$ cat config.mk
export PLATFORM = sky130hd
export DESIGN_NAME = lms_ref_gen
export DESIGN_NICKNAME = d
export VERILOG_FILES = /design/src/rtl/lms_ref_gen.sv
export SDC_FILE = /design/constraint.sdc
export NUM_CORES = 1
export LEC_CHECK = 0
export CAP_MARGIN = 10
export CORE_MARGIN = 4
export CORE_UTILIZATION = 60
export DETAILED_ROUTE_END_ITERATION = 10
export DONT_BUFFER_PORTS = 1
export PLACE_DENSITY = 0.81
export SYNTH_ARGS = -nofsm -noshare
export SYNTH_HDL_FRONTEND = slang
export SYNTH_SLANG_ARGS = --single-unit
$ cat constraint.sdc
create_clock -name clk -period 11.5 [get_ports clk]
set_input_delay 1.725 -clock clk [delete_from_list [all_inputs] [get_ports clk]]
set_output_delay 1.725 -clock clk [all_outputs]
set_load 0.05 [all_outputs]
$ cat src/rtl/lms_ref_gen.sv
// lms_ref_gen
// Stimulus source for an adaptive LMS FIR datapath in system-identification
// runs. Generates a pseudo-random input stream x from a 16-bit Fibonacci LFSR.
// It also generates the desired response d of a fixed 2-tap "unknown" FIR
// (taps C0, C1). All data is signed Q1.7, and products are scaled by 1/128.
//
// A start pulse begins a burst of N_SAMPLES pairs. One pair is produced on
// each RUN cycle that has ce=1. A stop pulse aborts a running burst.
//
// Ports:
//   clk        system clock, rising edge
//   reset_n    asynchronous active-low reset
//   start      one-cycle pulse, begins a burst from IDLE (ignored elsewhere)
//   stop       aborts a running burst (priority over ce)
//   ce         sample enable while in RUN
//   x_out      input sample to the LMS filter (x_in)
//   d_out      desired sample to the LMS filter (d_in)
//   valid      x_out/d_out were updated this cycle
//   busy       high while in RUN
//   done       one-cycle pulse after the final pair of a burst
//   sample_cnt pairs emitted in the current/last burst
//   state_dbg  FSM state (0=IDLE, 1=RUN, 2=DONE)
//   x1_dbg     second delay tap, carried for LMS alignment checks
//
// Optional feature: define LMS_REF_NOISE_EN to add small noise to d.
// A second LFSR (seed 16'h1D2B) advances in lockstep with the main LFSR.
// Its bits [1:0], read as a signed value -2..1, are added to d before
// saturation.
//
// Output handshake: there is no ready. valid is a one-cycle qualifier,
// asserted the cycle after each ce=1 RUN cycle. While valid is high, x_out
// and d_out hold a new, sample-aligned pair. At all other times they hold
// the last pair produced.
module lms_ref_gen #(
    parameter int                     W1        = 8,
    parameter int                     W2        = 16,
    parameter int                     N_SAMPLES = 1024,
    parameter logic [15:0]            SEED      = 16'hACE1,
    parameter logic signed [W1-1:0]   C0        = 8'sd43,
    parameter logic signed [W1-1:0]   C1        = -8'sd25
) (
    input  logic          clk,
    input  logic          reset_n,
    input  logic          start,
    input  logic          stop,
    input  logic          ce,
    output logic [W1-1:0] x_out,
    output logic [W1-1:0] d_out,
    output logic          valid,
    output logic          busy,
    output logic          done,
    output logic [15:0]   sample_cnt,
    output logic [1:0]    state_dbg,
    output logic [W1-1:0] x1_dbg
);

    typedef enum logic [1:0] {
        S_IDLE = 2'd0,
        S_RUN  = 2'd1,
        S_DONE = 2'd2
    } state_t;

    state_t state_q, state_d;

    logic [15:0]          lfsr_q, lfsr_next;
    logic signed [W1-1:0] x0_q, x1_q, x_next;
    logic signed [W2-1:0] prod0, prod1;
    logic signed [W2:0]   sum, shifted, adj;
    logic [W1-1:0]        d_next;
    logic                 load_burst, advance, last_pair;

    assign load_burst = (state_q == S_IDLE) && start;
    assign advance    = (state_q == S_RUN) && !stop && ce;
    assign last_pair  = (sample_cnt == 16'(N_SAMPLES - 1));

    // ---------------- FSM ----------------
    always_ff @(posedge clk or negedge reset_n) begin
        if (!reset_n) state_q <= S_IDLE;
        else          state_q <= state_d;
    end

    always_comb begin
        state_d = state_q;
        case (state_q)
            S_IDLE: if (start) state_d = S_RUN;
            S_RUN: begin
                if (stop)                  state_d = S_IDLE;
                else if (ce && last_pair)  state_d = S_DONE;
            end
            S_DONE:  state_d = S_IDLE;
            default: state_d = S_IDLE;
        endcase
    end

    assign busy      = (state_q == S_RUN);
    assign state_dbg = state_q;
    assign x1_dbg    = x1_q;

`ifdef LMS_REF_NOISE_EN
    logic [15:0]        nlfsr_q, nlfsr_next;
    logic signed [W2:0] noise;

    assign nlfsr_next = {nlfsr_q[14:0], nlfsr_q[15] ^ nlfsr_q[13] ^ nlfsr_q[12] ^ nlfsr_q[10]};
    assign noise      = (W2+1)'($signed(nlfsr_next[1:0]));

    always_ff @(posedge clk or negedge reset_n) begin
        if (!reset_n)        nlfsr_q <= 16'h1D2B;
        else if (load_burst) nlfsr_q <= 16'h1D2B;
        else if (advance)    nlfsr_q <= nlfsr_next;
    end
`endif

    // ---------------- datapath ----------------
    always_comb begin
        lfsr_next = {lfsr_q[14:0], lfsr_q[15] ^ lfsr_q[13] ^ lfsr_q[12] ^ lfsr_q[10]};
        x_next    = $signed(lfsr_next[W1-1:0]);
        prod0     = W2'(C0) * W2'(x_next);
        prod1     = W2'(C1) * W2'(x0_q);
        sum       = (W2+1)'(prod0) + (W2+1)'(prod1);
        // Arithmetic shift gives Q1.7 rescaling with floor toward -inf.
        shifted   = sum >>> (W1 - 1);
`ifdef LMS_REF_NOISE_EN
        adj       = shifted + noise;
`else
        adj       = shifted;
`endif
        // The value fits in W1 bits only when the bits above the new sign
        // bit all match it. Otherwise clamp to the extreme of the sign.
        if ((adj[W2:W1-1] == '0) || (adj[W2:W1-1] == '1))
            d_next = adj[W1-1:0];
        else if (adj[W2])
            d_next = {1'b1, {(W1-1){1'b0}}};
        else
            d_next = {1'b0, {(W1-1){1'b1}}};
    end

    always_ff @(posedge clk or negedge reset_n) begin
        if (!reset_n) begin
            lfsr_q     <= SEED;
            x0_q       <= '0;
            x1_q       <= '0;
            x_out      <= '0;
            d_out      <= '0;
            valid      <= 1'b0;
            done       <= 1'b0;
            sample_cnt <= '0;
        end else begin
            valid <= 1'b0;
            // done is registered from DONE, so it follows the last valid by one cycle.
            done  <= (state_q == S_DONE);
            if (load_burst) begin
                lfsr_q     <= SEED;
                x0_q       <= '0;
                x1_q       <= '0;
                sample_cnt <= '0;
            end else if (advance) begin
                lfsr_q     <= lfsr_next;
                x_out      <= x_next;
                d_out      <= d_next;
                x1_q       <= x0_q;
                x0_q       <= x_next;
                valid      <= 1'b1;
                sample_cnt <= sample_cnt + 16'd1;
            end
        end
    end

endmodule
==> impl_metrics.toml, run 1 <==
[grt]
antenna_violations_before_repair = 0
first_global_vias = 3645
grt_use_total_pct = 22.7
global_route_wire_length_before_repair_um = 17600
grt_start_max_net_pins = 61
globalRoute.totalOverflow = 0

[outcome]
status = "completed"

[layout]
net_count_of_the_finished_layout = 621
multiInputGateArea_sq_mm = 0.00311
layout-drive-gt1-share_pct = 6.65
n_antenna_cell = 0
n_fill_cell = 599
sequential_cell_area_sq_mm = 0.00151
flow.area_growth_from_synthesis_pct = 6.04

[routing]
antenna_violating_nets_post_route = 0
drt-pass1-iter-count = 5
via_count = 3492
vias_per_cell = 5.70
drt-wirelength-per-cell_um = 16.8
drcViolationCount = 0
routed_wirelength_um = 10300
drt_initial_violations = 170

[critical_path]
worst_setup_path_end_kind = "flop"
worst_path_max_delay_cell = "dfrtp_1"
rrSetupSlack_ps = 5260
reg2reg_depth = 18
critical-path-max-stage-delay_ps = 960
critical-path-top-cell-by-count = "fa_1"
worst_ep_arrival_time_ps = 6450
ordered_cell_list_for_the_critical_path = "inv_1 -> fa_1 -> inv_1 -> fa_1 -> inv_1 -> fa_1 -> inv_1 -> fa_1 -> fa_1 -> ha_1 -> ha_1 -> nand2_1 -> o31ai_1 -> a21oi_1 -> a21oi_1 -> xnor2_4 -> o21ai_1 -> o21ai_1"
cpLargestDelayFamily = "adder cells"
cp.depth = 18
worstPathRequired_ps = 11710
critical_path.max_fanout = 12
setup.worst_path.start_class = "flop"
crit_type = "reg -> reg"
worstPathBufferInverterCount = 4

[clock_tree]
h-tree-depth = 3
clk-insertion-delay-late_ps = 340
tritoncts = "yes"
cts_repair_resize_count = 0
root_buffer = "clkbuf_8"
clock-sinks = 60
post-cts-setup-buffers = 0
post_cts_hold_buffer_count = 0
path_clk_slew_ps = 80
max-clock-path-buffers = 2
cts_buffers = 9

[yosys]
synth_seq_area_share_pct = 30.7
post_synth_most_frequent_cells = "77 x nand2_1, 66 x ha_1, 62 x inv_1, 52 x dfrtp_1, 44 x fa_1"
mappedNetlistArea_sq_mm = 0.00493
synthesis.yosys.warnings = 0
mappedNetlistNets = 622
count_leader_synth = "nand2_1"
synth.distinct_cells = 44
post_synth_inst_count = 507
number_of_register_bits_inferred_by_synthesis = 60
synth.area.top_cells = "dfrtp_1 26%, fa_1 18%, ha_1 17%, nand2_1 5.9%, inv_1 4.7%"
synth-main-ff-cell = "dfrtp_1"
synth_area_per_cell_sq_um = 9.72
synth_async_sr_flop_share_pct = 100
synth_edf_count = 0
synth_top_area_share_pct = 26.4
synth_top_family_by_area = "adder cells"
post_synth_mux_area_share_pct = 0.203
post_synthesis_xor_xnor_area_fraction_pct = 6.22
yosys.area.top_type = "dfrtp_1"
synth-simple-area-share_pct = 13.7
yosys.area_share.adder_pct = 34.6
synth_compound_gate_area_share_pct = 8.48

[flow_run]
cap_viol_max_count = 0

[timing]
tightest_slew_ps = 1030
final_critical_path_time_including_i_o_delays_and_setup_ps = 6240
max_freq_mhz = 160
finalSetupTns_ps = 0
timing.final.hold_violations = 0
layout_worst_path_cycle_share_pct = 54.3
max_slew_margin_pct = 31.5
rsz_0062_raised_after_global_routing = "false"
timing.final.setup_violations = 0
fin_skew_ps = 8.46
slew_viol_final = 0

[floorplan]
die_width_um = 98.6
io_pins = 50
floorplan.die.height_um = 98.6
fp.coreArea_sq_mm = 0.00785
initial_cell_density_of_the_core_pct = 62.8
num_rows = 32
design.die.area_sq_mm = 0.00973

[placement]
globalplace.congestion = 0.878
buffer_ports.inserted = 0
post-dp-hpwl_um = 7880

[worst_hold_path]
holdPathStages = 2
min_path_type = "reg -> reg"
-- per-stage QoR --
stage / instance area, sq um / setup slack, ps / utilization (%) / std cells / hold slack (ps)
final: 5230 / 5260 / 66.6 / 613 / 480
after global routing: 5230 / 4880 / 66.6 / 613 / 489
after CTS: 5230 / 5290 / 66.6 / 613 / 482
after detailed placement: 5000 / 5320 / 63.8 / 597 / 456
after global placement: 5000 / 5570 / 63.8 / 597 / 449
after floorplan: 4930 / 6150 / - / 507 / 438
-- worst register-to-register path: cells and delay by family, from the launching register on --
family	cells	cell delay [ps]
adders and majority gates	7	3220
AOI/OAI and AO/OA	5	1290
DFF	1	960
buffers and inverters	4	360
xor gates and xnor gates	1	150
and+or+nand+nor	1	130
-- cell families after synthesis --
kind of cell	Yosys count
adders and majority gates	110
xor gates and xnor gates	32
buffers and inverters	77
DFF	60
muxes	1
AOI/OAI and AO/OA	72
and+or+nand+nor	155
-- cell type report --
type	instances	share of cell area, %
Sequential cell	60	28.9
Inverter	63	4.52
Clock buffer	9	2.37
Multi-Input combinational cell	370	59.6
Tap cell	102	2.44
Timing Repair Buffer	2	0.287
Clock inverter	7	1.89
-- sequential cells by signal, summed over array words and instances (netlist names) --
signal      cells
done            1
sample_cnt     16
d_out           8
valid           1
lfsr_q         16
x0_q            4
x1_dbg          4
state_dbg       2
x_out           8
-- path summary, 6_finish.rpt --
check | start | end
max | lfsr_q[4]$_DFFE_PN0P_ | d_out[2]$_DFFE_PN0P_
max reg2reg | lfsr_q[4]$_DFFE_PN0P_ | d_out[2]$_DFFE_PN0P_
max in group asynchronous | reset_n | lfsr_q[5]$_DFFE_PN1P_
min in group asynchronous | reset_n | d_out[4]$_DFFE_PN0P_
min | lfsr_q[14]$_DFFE_PN0P_ | lfsr_q[15]$_DFFE_PN1P_
min reg2reg | lfsr_q[14]$_DFFE_PN0P_ | lfsr_q[15]$_DFFE_PN1P_
-- layout by cell type, fill, tap and decap left out, types with 3 or more instances in the layout --
cell type	n
nand2_1	77
ha_1	66
inv_1	62
dfrtp_1	52
fa_1	44
nor2_1	34
o21ai_0	28
a21oi_1	20
nand3_1	18
xnor2_1	16
xor2_1	14
o21ai_1	9
clkbuf_8	9
dfstp_2	8
nor2b_1	5
nor3_1	4
nand4_1	3
a21o_1	3
and2_1	3
-- routing by layer --
layer / up-vias / GRT usage [%] / wire [um] / share of wire [%]
li1: 1645 / - / - / -
met1: 1745 / 28.1 / 4090 / 40
met3: 18 / 5.24 / 430 / 4.2
met2: 84 / 39.9 / 5590 / 54
met5: - / 0 / 0 / 0
met4: 0 / 6.41 / 194 / 1.9
Power of run 1 is not shown: default switching activity piles up to over one toggle a cycle in this logic, so the estimate is an artifact.
==> run 2: changes to the inputs <==
--- a/config.mk
+++ b/config.mk
@@ -7,10 +7,10 @@
 export LEC_CHECK = 0
 export CAP_MARGIN = 10
 export CORE_MARGIN = 4
-export CORE_UTILIZATION = 60
+export CORE_UTILIZATION = 59
 export DETAILED_ROUTE_END_ITERATION = 10
 export DONT_BUFFER_PORTS = 1
-export PLACE_DENSITY = 0.81
+export PLACE_DENSITY = 0.83
 export SYNTH_ARGS = -nofsm -noshare
 export SYNTH_HDL_FRONTEND = slang
 export SYNTH_SLANG_ARGS = --single-unit
==> constraint.sdc (replaced) <==
create_clock -name clk -period 5 [get_ports clk]
set_input_delay 0.75 -clock clk [delete_from_list [all_inputs] [get_ports clk]]
set_output_delay 0.75 -clock clk [all_outputs]
set_load 0.05 [all_outputs]
==> run 2 against run 1 <==
The run now ends with setup timing left. Final cell count rose by 7.2%. Via count up 10%. Setup slack got worse by 5500 ps. Flip-flop and latch count unchanged. Cell area up 10%. Hold slack worse by 390 ps. First-iteration DRC count increased by 32%. Wire length rose by 15%. Critical path type unchanged.
==> impl_metrics.toml, run 2 (synthesis gave the netlist of run 1 again) <==
[critical_path]
worstReg2RegEnd = "d_out[6]$_DFFE_PN0P_"
crit_type = "reg -> reg"
setup.worst_path.start_class = "flop"
rrSetupSlack_ps = -220
reg2reg_depth = 20
worst_setup_path_end_kind = "flop"
critical_path.max_fanout = 4
crit-reg2reg-launch = "x0_q[5]$_DFFE_PN0P_"
worst_ep_arrival_time_ps = 5450
worstPathRequired_ps = 5230

[routing]
vias_per_cell = 5.86
via_count = 3852
antenna_violating_nets_post_route = 0
drcViolationCount = 0
drt-wirelength-per-cell_um = 18.0
drt-pass1-iter-count = 7
drt_initial_violations = 225
routed_wirelength_um = 11900

[placement]
globalplace.congestion = 0.873
buffer_ports.inserted = 0
detailed_place.area_sq_mm = 0.00530
post_placement_cell_count = 630
post-dp-hpwl_um = 8140

[outcome]
failing_checks = "setup timing"
status = "complete, but fails checks"

[clock_tree]
clock-sinks = 60
h-tree-depth = 3
root_buffer = "clkbuf_8"
max-clock-path-buffers = 2
cts_buffers = 9
clk-insertion-delay-late_ps = 350
path_clk_slew_ps = 90
tritoncts = "yes"

[timing]
final_critical_path_setup_slack_ps = -219
finalSetupTns_ps = -1440
timing.final.setup_violations = 8
rsz_0062_raised_after_global_routing = "true"
max_slew_margin_pct = 42.6
layout_worst_path_cycle_share_pct = 104
final_critical_path_time_including_i_o_delays_and_setup_ps = 5220
tightest_slew_ps = 858
max_freq_mhz = 192
fin_skew_ps = 18.2
timing.final.hold_violations = 0
slew_viol_final = 0

[floorplan]
design.die.area_sq_mm = 0.00988
num_rows = 33
floorplan.die.height_um = 99.4
io_pins = 50
initial_cell_density_of_the_core_pct = 60.3
fp.coreArea_sq_mm = 0.00818
die_width_um = 99.4

[layout]
fin_cells = 657
n_fill_cell = 560
layout-drive-gt1-share_pct = 20.5
n_antenna_cell = 0
layout_top_registers = "lfsr_q (16), sample_cnt (16)"
final_common_cell = "nand2_1"
flow.area_growth_from_synthesis_pct = 16.9
fin_util_pct = 70.5
multiInputGateArea_sq_mm = 0.00336
layout.cells.most_common_list = "77 x nand2_1, 59 x inv_1, 54 x ha_1"
net_count_of_the_finished_layout = 662
sequential_cell_area_sq_mm = 0.00151
finalInstanceArea_sq_mm = 0.00576

[worst_hold_path]
min_path_type = "in -> async"

[grt]
global_route_wire_length_before_repair_um = 19400
first_global_vias = 4032
grt_use_total_pct = 24.8
antenna_violations_before_repair = 0
grt_start_max_net_pins = 61
globalRoute.totalOverflow = 0

[flow_run]
cap_viol_max_count = 0
-- run 2: worst max path at each step --
stage                           startpoint                    to  slack [ps]
floorplan            lfsr_q[4]$_DFFE_PN0P_  d_out[0]$_DFFE_PN0P_           2
global route           x0_q[5]$_DFFE_PN0P_  d_out[5]$_DFFE_PN0P_        -410
detailed placement  lfsr_q[10]$_DFFE_PN1P_  d_out[0]$_DFFE_PN0P_        -290
global placement    lfsr_q[10]$_DFFE_PN1P_  d_out[2]$_DFFE_PN0P_         -40
CTS                    x0_q[5]$_DFFE_PN0P_  d_out[0]$_DFFE_PN0P_         -70
finish                 x0_q[5]$_DFFE_PN0P_  d_out[6]$_DFFE_PN0P_        -220
-- run 2: per-stage QoR --
step / setup slack [ps] / hold WS [ps]
2_1_floorplan: 1.81 / 438
3_3_place_gp: -43.3 / 454
3_5_place_dp: -292 / 456
4_1_cts: -74.0 / 83.9
5_1_grt: -407 / 73.1
6_report: -219 / 85.9
-- run 2: repair_timing --
item	CTS	global route
hold buffers	0	0
cloned	0	0
buffers inserted	7	3
pin swaps	19	9
setup endpoints to repair	8	8
resized for setup	29	7
-- run 2: cell type report --
cell class,instances,area share (%)
clock inverters,5,0.912
well taps,105,2.28
inverters,63,4.15
clock buffers,11,2.45
multi-input cells,370,58.2
repair buffers,43,5.73
flip-flops and latches,60,26.2
-- run 2: worst max-delay path, stage by stage (launching register included) --
cell       delay, ps
dfrtp_1          400
inv_2             70
fa_1             520
inv_1             60
fa_1             480
inv_1             60
fa_1             530
inv_1             50
fa_2             360
fa_1             600
ha_4             240
ha_4             300
nand3_4           90
nor3_4           230
a2111oi_4         70
buf_4            150
a21o_1           180
a311o_1          330
and2_4           200
nor2_2           120
o21ai_1           70
-- run 2: routing by layer --
metal,vias up,wire [um],track usage [%]
met5,-,0,0
met4,0,535,12.7
met3,49,711,6.24
met2,165,6000,40.9
met1,1915,4610,30.2
li1,1723,-,-
Power of run 2 is left out for the same reason.
==> run 3: changes to the inputs <==
--- a/config.mk
+++ b/config.mk
@@ -7,10 +7,10 @@
 export LEC_CHECK = 0
 export CAP_MARGIN = 10
 export CORE_MARGIN = 4
-export CORE_UTILIZATION = 59
+export CORE_UTILIZATION = 60
 export DETAILED_ROUTE_END_ITERATION = 10
 export DONT_BUFFER_PORTS = 1
-export PLACE_DENSITY = 0.83
+export PLACE_DENSITY = 0.81
 export SYNTH_ARGS = -nofsm -noshare
 export SYNTH_HDL_FRONTEND = slang
 export SYNTH_SLANG_ARGS = --single-unit
==> constraint.sdc (replaced) <==
create_clock -name clk -period 5.95 [get_ports clk]
set_input_delay 0.8925 -clock clk [delete_from_list [all_inputs] [get_ports clk]]
set_output_delay 0.8925 -clock clk [all_outputs]
set_load 0.05 [all_outputs]
==> run 3 against run 2 <==
The flow now finishes without violations. Cell area decreased by 8.9%. Setup slack gained 630 ps. Utilization is 3.6 points lower. Critical path depth is 3 lower. Die area shrank 1.5%. Flip-flop and latch count stayed put. Critical path type unchanged.
==> impl_metrics.toml, run 3 (synthesis gave the netlist of run 1 again) <==
[layout]
fin_util_pct = 66.9
fin_cells = 619
flow.area_growth_from_synthesis_pct = 6.57
n_antenna_cell = 0
finalInstanceArea_sq_mm = 0.00525
final_common_cell = "nand2_1"
layout.cells.most_common_list = "77 x nand2_1, 66 x ha_1, 62 x inv_1"
layout-drive-gt1-share_pct = 7.54
layout_top_registers = "lfsr_q (16), sample_cnt (16)"
net_count_of_the_finished_layout = 627

[critical_path]
crit-reg2reg-launch = "lfsr_q[10]$_DFFE_PN1P_"
worstReg2RegEnd = "d_out[2]$_DFFE_PN0P_"
worst_ep_arrival_time_ps = 5760
crit_type = "reg -> reg"
worst_setup_path_end_kind = "flop"
worstPathRequired_ps = 6170
critical_path.max_fanout = 6
reg2reg_depth = 17
rrSetupSlack_ps = 410
setup.worst_path.start_class = "flop"

[floorplan]
initial_cell_density_of_the_core_pct = 62.8
design.die.area_sq_mm = 0.00973
die_width_um = 98.6
floorplan.die.height_um = 98.6
io_pins = 50
fp.coreArea_sq_mm = 0.00785
num_rows = 32

[routing]
drt-wirelength-per-cell_um = 15.6
via_count = 3454
drcViolationCount = 0
vias_per_cell = 5.58
drt-pass1-iter-count = 4
drt_initial_violations = 108
antenna_violating_nets_post_route = 0
routed_wirelength_um = 9660

[grt]
first_global_vias = 3486
globalRoute.totalOverflow = 0
grt_use_total_pct = 21.4
grt_start_max_net_pins = 61
global_route_wire_length_before_repair_um = 16800
antenna_violations_before_repair = 0

[timing]
layout_worst_path_cycle_share_pct = 93.1
tightest_slew_ps = 1040
timing.final.setup_violations = 0
max_slew_margin_pct = 30.4
rsz_0062_raised_after_global_routing = "false"
final_critical_path_time_including_i_o_delays_and_setup_ps = 5540
finalSetupTns_ps = 0
fin_skew_ps = 10.3
max_freq_mhz = 181
timing.final.hold_violations = 0
slew_viol_final = 0

[clock_tree]
max-clock-path-buffers = 2
path_clk_slew_ps = 70
cts_buffers = 9
clk-insertion-delay-late_ps = 350
root_buffer = "clkbuf_8"
clock-sinks = 60
tritoncts = "yes"
h-tree-depth = 3

[flow_run]
cap_viol_max_count = 0

[placement]
buffer_ports.inserted = 0
post-dp-hpwl_um = 7410
globalplace.congestion = 0.871
detailed_place.area_sq_mm = 0.00503
post_placement_cell_count = 601

[worst_hold_path]
min_path_type = "in -> async"

[outcome]
status = "completed"
## run 3: worst max-delay path, stage by stage, from the launching register on
cell       delay [ps]
dfstp_2           550
xor2_1            230
xnor2_2           200
ha_1              300
ha_1              280
ha_1              320
fa_1              520
fa_1              590
fa_1              430
ha_1              320
a21oi_1           240
nor3_1            110
a2111oi_2         450
a21oi_1           140
a311o_1           360
and2_4            200
nor2_1            120
o21ai_1            70
## run 3: repair_timing
item / in CTS / in global routing
setup endpoints to repair: 0 / 4
hold endpoints to repair: 0 / 0
hold buffers: 0 / 0
buffers inserted: 0 / 2
gates resized for setup: 0 / 0
## run 3: worst max-delay path by stage
stage,from,end,slack (ps),depth (start not counted)
CTS,lfsr_q[10]$_DFFE_PN1P_,d_out[2]$_DFFE_PN0P_,260,16
detailed placement,lfsr_q[10]$_DFFE_PN1P_,d_out[3]$_DFFE_PN0P_,270,16
global placement,lfsr_q[10]$_DFFE_PN1P_,d_out[3]$_DFFE_PN0P_,470,16
floorplan,lfsr_q[4]$_DFFE_PN0P_,d_out[0]$_DFFE_PN0P_,600,19
finish,lfsr_q[10]$_DFFE_PN1P_,d_out[2]$_DFFE_PN0P_,410,17
global route,lfsr_q[10]$_DFFE_PN1P_,d_out[0]$_DFFE_PN0P_,110,16
## run 3: stage by stage
step / setup slack [ps] / hold WS (ps)
5_1_grt: 106 / 215
3_5_place_dp: 266 / 453
3_3_place_gp: 465 / 448
4_1_cts: 264 / 223
2_1_floorplan: 601 / 438
6_report: 412 / 234
## run 3: per-layer routing
layer | vias up | part of all wire [%] | global-route usage, %
li1 | 1661 | - | -
met5 | - | 0 | 0
met3 | 18 | 4.5 | 4.81
met4 | 0 | 1.9 | 6.83
met2 | 61 | 52 | 35.2
met1 | 1714 | 42 | 28.5
## run 3: layout make-up
| class | instances | area, sq um |
|---|---|---|
| Clock buffer | 12 | 155 |
| Clock inverter | 4 | 48.8 |
| Fill cell | 588 | 2590 |
| Inverter | 63 | 236 |
| Multi-Input combinational cell | 370 | 3110 |
| Sequential cell | 60 | 1510 |
| Tap cell | 102 | 128 |
| Timing Repair Buffer | 8 | 60.1 |
Power of run 3 is left out for the same reason.
